## config.mk

```make
export PLATFORM = sky130hd
export DESIGN_NAME = matrix_rain_fx
export DESIGN_NICKNAME = d
export VERILOG_FILES = /design/src/rtl/fx_pkg.sv /design/src/rtl/lfsr16.sv /design/src/rtl/matrix_rain_fx.sv
export SDC_FILE = /design/constraint.sdc
export NUM_CORES = 1
export LEC_CHECK = 0
export CAP_MARGIN = 40
export CORE_UTILIZATION = 55
export DETAILED_ROUTE_END_ITERATION = 12
export GPL_TIMING_DRIVEN = 0
export MAX_ROUTING_LAYER = met4
export PLACE_DENSITY = 0.95
export SLEW_MARGIN = 20
export SYNTH_ARGS = -nofsm -noshare
export SYNTH_HDL_FRONTEND = slang
export SYNTH_HIERARCHICAL = 1
export SYNTH_SLANG_ARGS = --single-unit
```

## constraint.sdc

```tcl
create_clock -name clk -period 4.6 [get_ports clk]
set_input_delay 0.92 -clock clk [delete_from_list [all_inputs] [get_ports clk]]
set_output_delay 0.92 -clock clk [all_outputs]
set_load 0.05 [all_outputs]
```

## src/rtl/fx_pkg.sv

```systemverilog
// Shared types for the matrix rain effect: run modes and controller states.
package fx_pkg;

  typedef enum logic [1:0] {
    RAIN  = 2'b00,
    FILL  = 2'b01,
    DRAIN = 2'b10,
    RSVD  = 2'b11
  } mode_t;

  typedef enum logic [1:0] {
    IDLE = 2'b00,
    RUN  = 2'b01,
    DONE = 2'b10
  } state_t;

endpackage

```

## src/rtl/lfsr16.sv

```systemverilog
// Free-running 16-bit Fibonacci LFSR, XNOR feedback from taps 16,15,13,4.
module lfsr16 #(
  parameter logic [15:0] SEED = 16'h0004
) (
  input  logic        clk,
  input  logic        reset,
  output logic [15:0] value
);

  logic [15:0] value_q, value_d;

  // XNOR feedback locks up only at all-ones, which the seed never reaches.
  always_comb begin
    value_d = {value_q[14:0], ~(value_q[15] ^ value_q[14] ^ value_q[12] ^ value_q[3])};
  end

  // NOTE: sequential state uses non-blocking assignments so every flop samples pre-edge values.
  always_ff @(posedge clk) begin
    if (reset) value_q <= SEED;
    else       value_q <= value_d;
  end

  assign value = value_q;

endmodule

```

## src/rtl/matrix_rain_fx.sv

```systemverilog
// Falling-pixel display effect: a pattern shifts down one row per animation step,
// with the top row spawned from an LFSR according to the latched run mode.
module matrix_rain_fx
  import fx_pkg::*;
#(
  parameter int ROWS        = 16,
  parameter int COLS        = 16,
  parameter int TICK_MAX    = 300,
  parameter int RAIN_FRAMES = 64
) (
  input  logic                       clk,
  input  logic                       reset,
  input  logic                       start,
  input  logic [1:0]                 mode,
  output logic                       busy,
  output logic                       done,
  output logic [ROWS-1:0][COLS-1:0]  pattern
);

  localparam int CW = $clog2(TICK_MAX);
  localparam int FW = $clog2(RAIN_FRAMES + 1);
  localparam logic [CW-1:0] TICK_LAST  = CW'(TICK_MAX - 1);
  localparam logic [FW-1:0] FRAME_LAST = FW'(RAIN_FRAMES - 1);

  typedef logic [ROWS-1:0][COLS-1:0] frame_t;

  state_t          state_q, state_d;
  mode_t           mode_q, mode_d;
  logic [CW-1:0]   tick_q, tick_d;
  logic [FW-1:0]   frame_q, frame_d;
  frame_t          pattern_q, pattern_d;
  logic            busy_q, busy_d;
  logic            done_q, done_d;

  logic [15:0]     lfsr;
  logic [COLS-1:0] spawn;
  logic            accept, shift, finished;

  lfsr16 u_lfsr (
    .clk   (clk),
    .reset (reset),
    .value (lfsr)
  );

  // NOTE: every always_comb output gets a default first, so no path can infer a latch.
  always_comb begin
    spawn = '0;
    for (int c = 0; c < COLS; c++) begin
      case (mode_q)
        RAIN:    spawn[c] = lfsr[c] & lfsr[(c + 5) % 16];
        FILL:    spawn[c] = lfsr[c] | pattern_q[0][c];
        default: spawn[c] = 1'b0;
      endcase
    end
  end

  always_comb begin
    accept    = (state_q == IDLE) && start && (mode != RSVD);
    shift     = (state_q == RUN) && (tick_q == TICK_LAST);
    pattern_d = shift ? {pattern_q[ROWS-2:0], spawn} : pattern_q;

    // Completion looks at the post-shift frame and is only honoured on a shift edge.
    case (mode_q)
      RAIN:    finished = (frame_q == FRAME_LAST);
      FILL:    finished = &pattern_d;
      default: finished = ~|pattern_d;
    endcase

    state_d = state_q;
    mode_d  = mode_q;
    tick_d  = tick_q;
    frame_d = frame_q;
    case (state_q)
      IDLE: begin
        if (accept) begin
          state_d = RUN;
          mode_d  = mode_t'(mode);
          tick_d  = '0;
          frame_d = '0;
        end
      end
      RUN: begin
        tick_d = shift ? '0 : tick_q + CW'(1);
        if (shift) begin
          if (mode_q == RAIN) frame_d = frame_q + FW'(1);
          if (finished)       state_d = DONE;
        end
      end
      DONE:    state_d = IDLE;
      default: state_d = IDLE;
    endcase

    busy_d = (state_d == RUN);
    done_d = (state_d == DONE);
  end

  always_ff @(posedge clk) begin
    if (reset) begin
      state_q   <= IDLE;
      mode_q    <= RAIN;
      tick_q    <= '0;
      frame_q   <= '0;
      // NOTE: the frame store is a plain register bank, so it is cleared like any other state.
      pattern_q <= '0;
      busy_q    <= 1'b0;
      done_q    <= 1'b0;
    end else begin
      state_q   <= state_d;
      mode_q    <= mode_d;
      tick_q    <= tick_d;
      frame_q   <= frame_d;
      pattern_q <= pattern_d;
      busy_q    <= busy_d;
      done_q    <= done_d;
    end
  end

  assign busy    = busy_q;
  assign done    = done_q;
  assign pattern = pattern_q;

endmodule

```

-- Word level (Yosys, flattened, before mapping)
Index checks and enable logic that the tools add are counted.
- multiplexer cells: 29
- bitwise gates (word level): 36
- equal/unequal tests: 10
- reduce and logical (&&, ||, !) cells: 12
- add/sub/neg operators: 2
- operator list (cell ; count):
    $mux W256 ; 1
    $reduce_and A256 Y1 ; 1
    $reduce_or A256 Y1 ; 1
    $pmux W1 S2 ; 17
    $mux W7 ; 3
    $mux W9 ; 2
    $pmux W9 S2 ; 1
    $and A1 B1 Y1 ; 16
    $or A1 B1 Y1 ; 16
    $pmux W7 S2 ; 1
    $add A9 B1 Y9 const B ; 1
    $eq A9 B9 Y1 const B ; 1
    $add A7 B1 Y7 const B ; 1
    $eq A7 B6 Y1 const B ; 1
    $eq A2 B1 Y1 const B ; 3
    $mux W2 ; 3
    $ne A2 B2 Y1 const B ; 3
    $logic_not A2 Y1 ; 2
    $pmux W2 S2 ; 1
    $reduce_and A2 Y1 ; 2
    $reduce_and A4 Y1 ; 1
    $logic_and A1 B1 Y1 ; 3
    $xor A1 B1 Y1 ; 3
    $eq A2 B2 Y1 const B ; 1
    other kinds (4) ; 4
- flip-flop bits (word level): 294
- logic and storage cells: 112

-- Logic depth before layout (Yosys ltp)
Gate-level depths: netlist of the first run.
- depth in word-level cells: 10
- depth in mapped cells: 13
- gate-level depth less buffers: 9

-- Modules after synthesis
Netlist of the first run, hierarchy kept.
- by module, submodules not included (module ; instances ; cells each ; area each (um^2) ; sequential area each (um^2)):
    matrix_rain_fx ; 1 ; 1553 ; 11648.7 ; 5565.3
    lfsr16 ; 1 ; 51 ; 564.3 ; 320.3

-- Worst setup path before layout of the first run
Ideal clock, no wire load.
- path kind: flip-flop to flip-flop
- start point: register pattern_q (netlist bit pattern[95])
- end point: register busy_q, in the netlist busy
- library setup time: 138 ps
- path buffers: 0
- clock period less this slack: 3202 ps
- required time: 4462 ps
- setup slack: 1398 ps
- arrival time: 3064 ps
- cell stages (with the launch flop): 9
- cell sequence: dfxtp_1 -> nand4_1 -> or4_1 -> or4_1 -> or3_1 -> a2111o_1 -> or4_4 -> nand3_2 -> a311oi_1
- cells in the longest elaborated chain, start to end: 8
- elaborated cells on any way between the ends: 9
- RTL lines (what ; line ; text):
    start: declaration ; matrix_rain_fx.sv:31 ; frame_t pattern_q, pattern_d;
    start signal: assignment ; matrix_rain_fx.sv:112 ; pattern_q <= pattern_d;
    $mux W256 * ; matrix_rain_fx.sv:60 ; pattern_d = shift ? {pattern_q[ROWS-2:0], spawn} : pattern_q;
    $reduce_or A256 Y1 ; matrix_rain_fx.sv:66 ; default: finished = ~|pattern_d;
    $logic_not A1 Y1 ; matrix_rain_fx.sv:66 ;
    $pmux W1 S2 * ; matrix_rain_fx.sv:63 ; case (mode_q)
    $mux W2 * ; matrix_rain_fx.sv:86 ; if (finished) state_d = DONE;
    $mux W2 * ; matrix_rain_fx.sv:84 ; if (shift) begin
    $pmux W2 S2 * ; matrix_rain_fx.sv:73 ; case (state_q)
    $eq A2 B1 Y1 * ; matrix_rain_fx.sv:93 ; busy_d = (state_d == RUN);
    end signal: assignment ; matrix_rain_fx.sv:113 ; busy_q <= busy_d;
    end: declaration ; matrix_rain_fx.sv:32 ; logic busy_q, busy_d;
Every way passes the cells marked *; elsewhere a longest branch is shown, timed or not.
A chain may end at the register's enable or synchronous reset.

-- Worst setup path after layout of the first run
- start point: register tick_q[2]
- end point: register pattern_q (netlist bit pattern[92])
- cells in the longest elaborated chain, start to end: 3
- RTL lines (what ; line ; text):
    start: declaration ; matrix_rain_fx.sv:29 ; logic [CW-1:0] tick_q, tick_d;
    start signal: assignment ; matrix_rain_fx.sv:110 ; tick_q <= tick_d;
    $eq A9 B9 Y1 ; matrix_rain_fx.sv:59 ; shift = (state_q == RUN) && (tick_q == TICK_LAST);
    $logic_and A1 B1 Y1 ; matrix_rain_fx.sv:59 ;
    $mux W256 ; matrix_rain_fx.sv:60 ;
No other way between the ends.

==> summary.md, run 1 <==
| Metric | Value |
|---|---|
| Global placement routability congestion | roughly 1.0 |
| Starting density of the core | a little under three fifths |
| Count of unresolved DRC violations after routing | 0 |
| Final hold violation count | 0 |
| Share of synthesized flip-flops with an asynchronous set or reset | 0% |
| Share of Yosys cell area claimed by the top area cell type | 48.2% |
| Syn Area/Cell | about 7.6 um^2 |
| Unrepaired setup endpoints after global routing | false |
| Status | finished clean |
| Final period demand of the worst path | ~4.2 ns |
| Total die area | 22800 um^2 |
| Critical Setup Path Class | register to register |
| Die Height | roughly 150 um |
| DRT antenna net count | 0 |
| Cell Area, Synth | around 12000 um^2 |
| Cell row count | between 50 and 60 |
| Number of antenna violations at the first check in global routing | 1 |
| Core region area | 21800 um^2 |
| TNS Setup | 0 ns |
| Maximum fanout along the worst path | 10 |
| Critical Path Slowest Stage Cell | clkbuf_1 |
| Hold Worst Slack | ~0.46 ns |
| Clock buffers created by TritonCTS | 30 |
| Final Routed Wirelength | 58300 um |
| Gr usage total | roughly half |
| Post-DP HPWL | ~43000 um |
| TritonCTS clock tree | done |
| Library cell with the highest instance count after synthesis | nand2_1 |
| Critical path startpoint category | register |
| Post-route clock skew | between 0.02 and 0.025 ns |
| Max-capacitance violation count | 0 |
| Mapped Cells | between 1500 and 2000 |
| Number of register bits inferred by synthesis | 294 |
| Count of port buffers added during placement | 262 |
| Total power divided by cell area | 322 nW/um^2 |
| Setup slack after placement | approximately 0.66 ns |
| Leakage power figure | roughly 5.2 nW |
| Pin count of the biggest net entering global routing | 16 |
| Area after DPL | 15200 um^2 |
| Critical path buffer and inverter count | 5 |
| CTS Sinks | around 290 |
| Gates resized, CTS repair | 0 |
| Maximum level of the CTS H-tree | 1 |
| Post-synth top cells | 532 x nand2_1, 294 x dfxtp_1, 262 x a21oi_1 |
| Total of hold buffers inserted after clock tree synthesis | 0 |
| Final Cycle Share | between 90% and 100% |
| DR iter-0 viols | roughly 2200 |
| Setup slack after layout | 0.428 ns |
| Hold/Removal Path Class | register to register |
| Drt pass-1 iters | 7 |
| Clk buf depth | 3 |
| Slew headroom | 40.7% |
| Via count of the routed design | 14900 |
| Upper clock frequency limit | approximately 240 MHz |
| Via density | approximately 6.8 |
| Final-report max-slew violation count | 0 |
| Required time of the critical path | slightly above 5 ns |
| YS warnings | 6 |
| Clock-pin transition on the worst setup and hold timing paths | 0.06 ns |
| Post-CTS setup buffers | 0 |
| Number of different library cells in the post-synthesis netlist | 63 |
| Width of the die | around 150 um |
| Transition time at the pin with the least slew margin | 0.881 ns |
| Kind of end point of the critical path | register |
| Max rail drop VDD | 0.000290 V |
| Relative area change from synthesis to final layout | 33.0% |
| Arrival time worst endpoint | approximately 4.7 ns |
| Yosys top cell by area | dfxtp_1 |
| Number of endpoints failing setup at the final stage | 0 |
| Root cell of the clock tree | clkbuf_16 |
| Cell family with the largest share of critical-path delay | buffers and inverters |
| Number of I/O pins | roughly 260 |
| Wire length of the first global-routing pass | approximately 83000 um |
| Cell-by-cell trace of the critical path | or4b_1 > clkbuf_1 > nor3_4 > buf_2 > clkbuf_1 > clkbuf_1 > clkbuf_1 > nand2_1 > a21oi_1 |
| Post-layout instance area | about 16000 um^2 |
| Routed length per placed instance | ~26 um |
| Net count after synthesis | around 1600 |
| Via count of the first global-routing pass | 13600 |
| Seq/Total Area, Yosys | about half |
| Finished Core Util | approximately 74% |
| Final net count | around 1900 |
| Aggregate global routing overflow | 0 |
| Top cells by area in the synthesized netlist | dfxtp_1 48%, nand2_1 16%, a21oi_1 11% |
| Slowest Stage Delay on Critical Path | roughly 0.68 ns |
| Fraction of layout instances using a drive strength above 1 | under 10% |
| Cell repeated most along the worst path | clkbuf_1 |
| Number of enable flip-flop cells after synthesis | 0 |
| Most common flop cell mapped by yosys | dfxtp_1 |
| Clock latency reported for the late side of the worst-skew pair | 0.57 ns |
area by class of cell:
type | count | area [um^2]
Antenna cell | 2 | 5.00
Inverter | 3 | 11.3
Clock buffer | 38 | 841
Buffer | 121 | 520
Timing Repair Buffer | 265 | 2640
Fill cell | 1577 | 5580
Clock inverter | 18 | 193
Multi-Input combinational cell | 1186 | 5800
Tap cell | 280 | 350
Sequential cell | 294 | 5890
layout by cell type (no fill, tap or decap), types with 4 or more instances in the layout:
cell,Yosys,final
clkbuf_1,97,99
nand3b_1,7,7
and3_1,6,6
buf_2,5,5
a41o_1,4,4
nor4_1,70,70
a21oi_1,262,262
nand4_1,72,72
dfxtp_1,294,294
or4_1,8,8
a22oi_1,7,7
a31oi_1,4,4
or3_1,5,5
nand3_1,28,28
nor2b_1,19,19
o21ai_0,18,18
nor3_1,29,29
clkbuf_16,0,30
clkbuf_8,0,6
nor2_1,44,44
buf_4,16,16
clkinv_2,0,9
xor2_1,4,4
a311oi_1,4,4
nand2_1,532,532
clkdlybuf4s50_1,0,262
logic make-up (layout without fill, tap and decap cells):
family          count (synthesis)  count (layout)  synth area share [%]
other cells                     0               2                     0
buf+inv                       124             445                  4.35
fa+ha+maj                       2               2                 0.205
flops                         294             294                  48.2
xor+xnor                        6               6                 0.430
simple gates                  842             842                  31.5
compound gates                335             335                  15.2
mux                             1               1                0.0820
worst paths after layout:
kind	start	end	slack (ns)	cells past startpoint
max reg2reg	tick_q[2]	pattern[92]	0.43	9
max	tick_q[2]	pattern[92]	0.43	9
min reg2reg	u_lfsr/value[1]	u_lfsr/value[2]	0.46	1
min	u_lfsr/value[1]	u_lfsr/value[2]	0.46	1
stage by stage:
step	total power, mW	std cells
after floorplan	2.70	1604
after global placement	2.74	2146
after detailed placement	2.74	2146
after CTS	5.20	2202
after global routing	5.31	2207
final	5.23	2207
state kept, by name, indices dropped and copies added, names as in the netlist:
register / cells
state_q: 2
tick_q: 9
busy: 1
done: 1
frame_q: 7
u_lfsr/value: 16
pattern: 256
mode_q: 2
report_power, final:
part	switching (mW)	internal (mW)	leakage, nW	total (mW)
logic	0.0995	0.0316	2.34	0.131
clock network	1.08	1.47	0.513	2.55
registers	0.00544	2.55	2.37	2.56
total	1.18	4.05	5.22	5.23
worst reg2reg max path: cells and delay by family, from the launching register on:
| kind | cells | cell delay (ns) |
|---|---|---|
| compound gates | 1 | 0.16 |
| buf+inv | 5 | 2.45 |
| flops | 1 | 0.36 |
| simple gates | 3 | 1.16 |
layer usage:
metal | global-route usage, % | share of wire [%]
met2 | 76.5 | 43
met1 | 59.8 | 34
met3 | 14.7 | 15
met4 | 33.8 | 8.6
met5 | - | 0
(Power assumes the default switching activity.)
==> run 2: changes to the inputs <==
--- a/config.mk
+++ b/config.mk
@@ -10,7 +10,8 @@
 export DETAILED_ROUTE_END_ITERATION = 12
 export GPL_TIMING_DRIVEN = 0
 export MAX_ROUTING_LAYER = met4
-export PLACE_DENSITY = 0.95
+export PLACE_DENSITY_LB_ADDON = 0.2
+export REMOVE_ABC_BUFFERS = 1
 export SLEW_MARGIN = 20
 export SYNTH_ARGS = -nofsm -noshare
 export SYNTH_HDL_FRONTEND = slang
==> run 2 against run 1 <==
- sequential cell count unchanged
- clock power increased by 2%
- via count decreased by 7.9%
- clock-buffer cell count increased by 6
==> summary.md, run 2 (same netlist as run 1, synthesis figures left out) <==
| Metric | Value |
|---|---|
| Leakage power figure | 5.20 nW (-0.30%) |
| Via density | 6.52 (-3.4%) |
| Kind of end point of the critical path | register |
| TritonCTS clock tree | done |
| Arrival time worst endpoint | 4.65 ns (about the same) |
| Post-route clock skew | 0.0127 ns (-0.00729 ns) |
| Count of port buffers added during placement | 262 (unchanged) |
| Aggregate global routing overflow | 0 (unchanged) |
| Post-layout instance area | 16100 um^2 (-0.59%) |
| Hold/Removal Path Class | register to register |
| DRT antenna net count | 0 (unchanged) |
| Critical Path Slowest Stage Cell | nor3_4 |
| Cell-by-cell trace of the critical path | ha_1 > nand4b_1 > nor3_4 > buf_8 > nand4_1 > a2111oi_0 > nand4_1 > or4_4 > nand3_2 > nor3b_2 |
| Final Cycle Share | 90.8% (about the same) |
| Hold Path Origin | frame_q[1] |
| Power share of the clock group | 49.2% (+0.6 points) |
| Number of antenna violations at the first check in global routing | 1 (unchanged) |
| Final hold violation count | 0 (unchanged) |
| Post-Place Cells | 2048 (-4.6%) |
| Transition time at the pin with the least slew margin | 0.910 ns (+0.0288 ns) |
| Total die area | 22800 um^2 (unchanged) |
| Reg2Reg Launch Point | tick_q[0] |
| Switch Pwr | 1.13 mW (-4.7%) |
| Gate power share | 2.1% (-0.4 points) |
| Core region area | 21800 um^2 (unchanged) |
| Clock-pin transition on the worst setup and hold timing paths | 0.06 ns (about the same) |
| Number of flip-flops in the largest register | 256 (unchanged) |
| Max-capacitance violation count | 0 (unchanged) |
| Final-report max-slew violation count | 0 (unchanged) |
| Count of filler cells inserted in the layout | 1738 (+10%) |
| Wire length of the first global-routing pass | 72200 um (-13%) |
| Internal power summed over all cells | 4.14 mW (+2.2%) |
| Most frequent cells in the layout | 532 x nand2_1, 294 x dfxtp_1, 262 x a21oi_1, 261 x clkdlybuf4s50_1, 72 x nand4_1 |
| Clock latency reported for the late side of the worst-skew pair | 0.56 ns (about the same) |
| Most common library cell in the layout ignoring fill and taps | nand2_1 |
| Total of hold buffers inserted after clock tree synthesis | 0 (unchanged) |
| Number of endpoints failing setup at the final stage | 0 (unchanged) |
| Area after DPL | 15100 um^2 (-0.71%) |
| Total power divided by cell area | 326 nW/um^2 (+1.2%) |
| Drt pass-1 iters | 5 (-2) |
| Sequential fraction of design power | 48.7% (-0.2 points) |
| Max rail drop VDD | 0.000243 V (-16%) |
| Gr usage total | 43.2% (-7.9 points) |
| Slowest Stage Delay on Critical Path | 0.85 ns (+0.17 ns) |
| Via count of the routed design | 13700 (-7.9%) |
| Cell repeated most along the worst path | nand4_1 |
| Cell row count | 54 (unchanged) |
| Internal reg-to-reg setup slack | 0.42 ns (about the same) |
| Slew headroom | 38.8% (-1.9 points) |
| Fraction of layout instances using a drive strength above 1 | 4.55% (+0.083 points) |
| Width of the die | 151 um (unchanged) |
| Number of I/O pins | 263 (unchanged) |
| Final instance count without filler cells | 2104 (-4.7%) |
| Critical R2R Capture | done |
| Gates resized, CTS repair | 0 (unchanged) |
| Final period demand of the worst path | 4.18 ns (+0.00292 ns) |
| Clock buffers created by TritonCTS | 30 (unchanged) |
| Starting density of the core | 56.0% (unchanged) |
| Final Routed Wirelength | 49200 um (-16%) |
| Maximum fanout along the worst path | 18 (+8) |
| Switching part of the total power | 21.4% (-1.2 points) |
| Diode insertion count for antenna repair | 0 (-2) |
| Finished Core Util | 74.0% (-0.44 points) |
| Global placement routability congestion | 1.00 (-4.5%) |
| Maximum level of the CTS H-tree | 1 (unchanged) |
| WHS Endpoint | frame_q[1] |
| Critical Setup Path Class | register to register |
| Unrepaired setup endpoints after global routing | false |
| Via count of the first global-routing pass | 12100 (-11%) |
| Clk buf depth | 3 (unchanged) |
| Status | finished clean |
| Relative area change from synthesis to final layout | 32.2% |
| Root cell of the clock tree | clkbuf_16 |
| Die Height | 151 um (unchanged) |
| Depth of the worst register-to-register path | 10 (+1) |
| Critical path startpoint category | register |
| Upper clock frequency limit | 240 MHz (about the same) |
| Cell depth of the worst min-delay path | 2 (+1) |
| Post-CTS setup buffers | 0 (unchanged) |
| Final net count | 1808 (-5.2%) |
| Required time of the critical path | 5.07 ns (-0.02 ns) |
| Pin count of the biggest net entering global routing | 131 (+115) |
| Post-DP HPWL | 34800 um (-19%) |
| Count of unresolved DRC violations after routing | 0 (unchanged) |
| Routed length per placed instance | 23.4 um (-11%) |
| DR iter-0 viols | 1859 (-16%) |
| CTS Sinks | 294 (unchanged) |
## run 2: cell count changes in the layout (fill, tap and decap cells not counted), moves of 4 or more
cell	previous run	this run
buf_12	0	5
buf_8	0	12
clkbuf_1	99	6
buf_16	0	4
buf_2	5	1
buf_4	16	1
## run 2: final cells by class
type	count	area, um^2	area share (%)
Multi-Input combinational cell	1186	5810	36.0
Clock inverter	11	155	0.961
Inverter	3	11.3	0.0698
Tap cell	280	350	2.17
Clock buffer	44	895	5.54
Timing Repair Buffer	286	3040	18.8
Sequential cell	294	5890	36.5
## run 2: how the worst max path moves through the flow
| stage | from | end | depth (start not counted) |
|---|---|---|---|
| after floorplan | state_q[0] | done | 8 |
| after global placement | state_q[0] | busy | 8 |
| after detailed placement | tick_q[0] | state_q[0] | 10 |
| after CTS | tick_q[0] | done | 10 |
| after global routing | tick_q[0] | done | 10 |
| final | tick_q[0] | done | 10 |
## run 2: stage by stage
stage                     hold slack (ns)  worst slack, ns  setup TNS [ns]  power (mW)
after floorplan                     0.443            -3.89         -492.91        2.65
after global placement              0.459            -8.30        -1636.19        2.72
after detailed placement            0.468            0.696               0        2.72
after CTS                           0.476            0.657               0        5.25
after global routing                0.499            0.291               0        5.36
final                               0.473            0.425               0        5.27
## run 2: critical path: cells and delay by family (launching register included)
family	cells	cell delay, ns
AOI/OAI and AO/OA	1	0.64
adders and majority gates	1	0.25
buffers and inverters	1	0.27
DFF	1	0.38
and+or+nand+nor	7	2.54
## run 2: routing by layer
| layer | vias to the layer above | GRT usage (%) | wire length (um) |
|---|---|---|---|
| met3 | 234 | 7.71 | 6800 |
| li1 | 5974 | - | - |
| met2 | 1081 | 62.9 | 21200 |
| met5 | - | - | 0 |
| met1 | 6435 | 57.6 | 18300 |
| met4 | 0 | 21.9 | 2870 |
## run 2: power by group through the flow
stage	combinational [mW]	clock [mW]	sequential, mW
floorplan	0.0341	0	2.62
global placement	0.0959	0	2.62
detailed placement	0.100	0	2.62
CTS	0.101	2.58	2.57
global route	0.114	2.69	2.57
finish	0.108	2.59	2.57
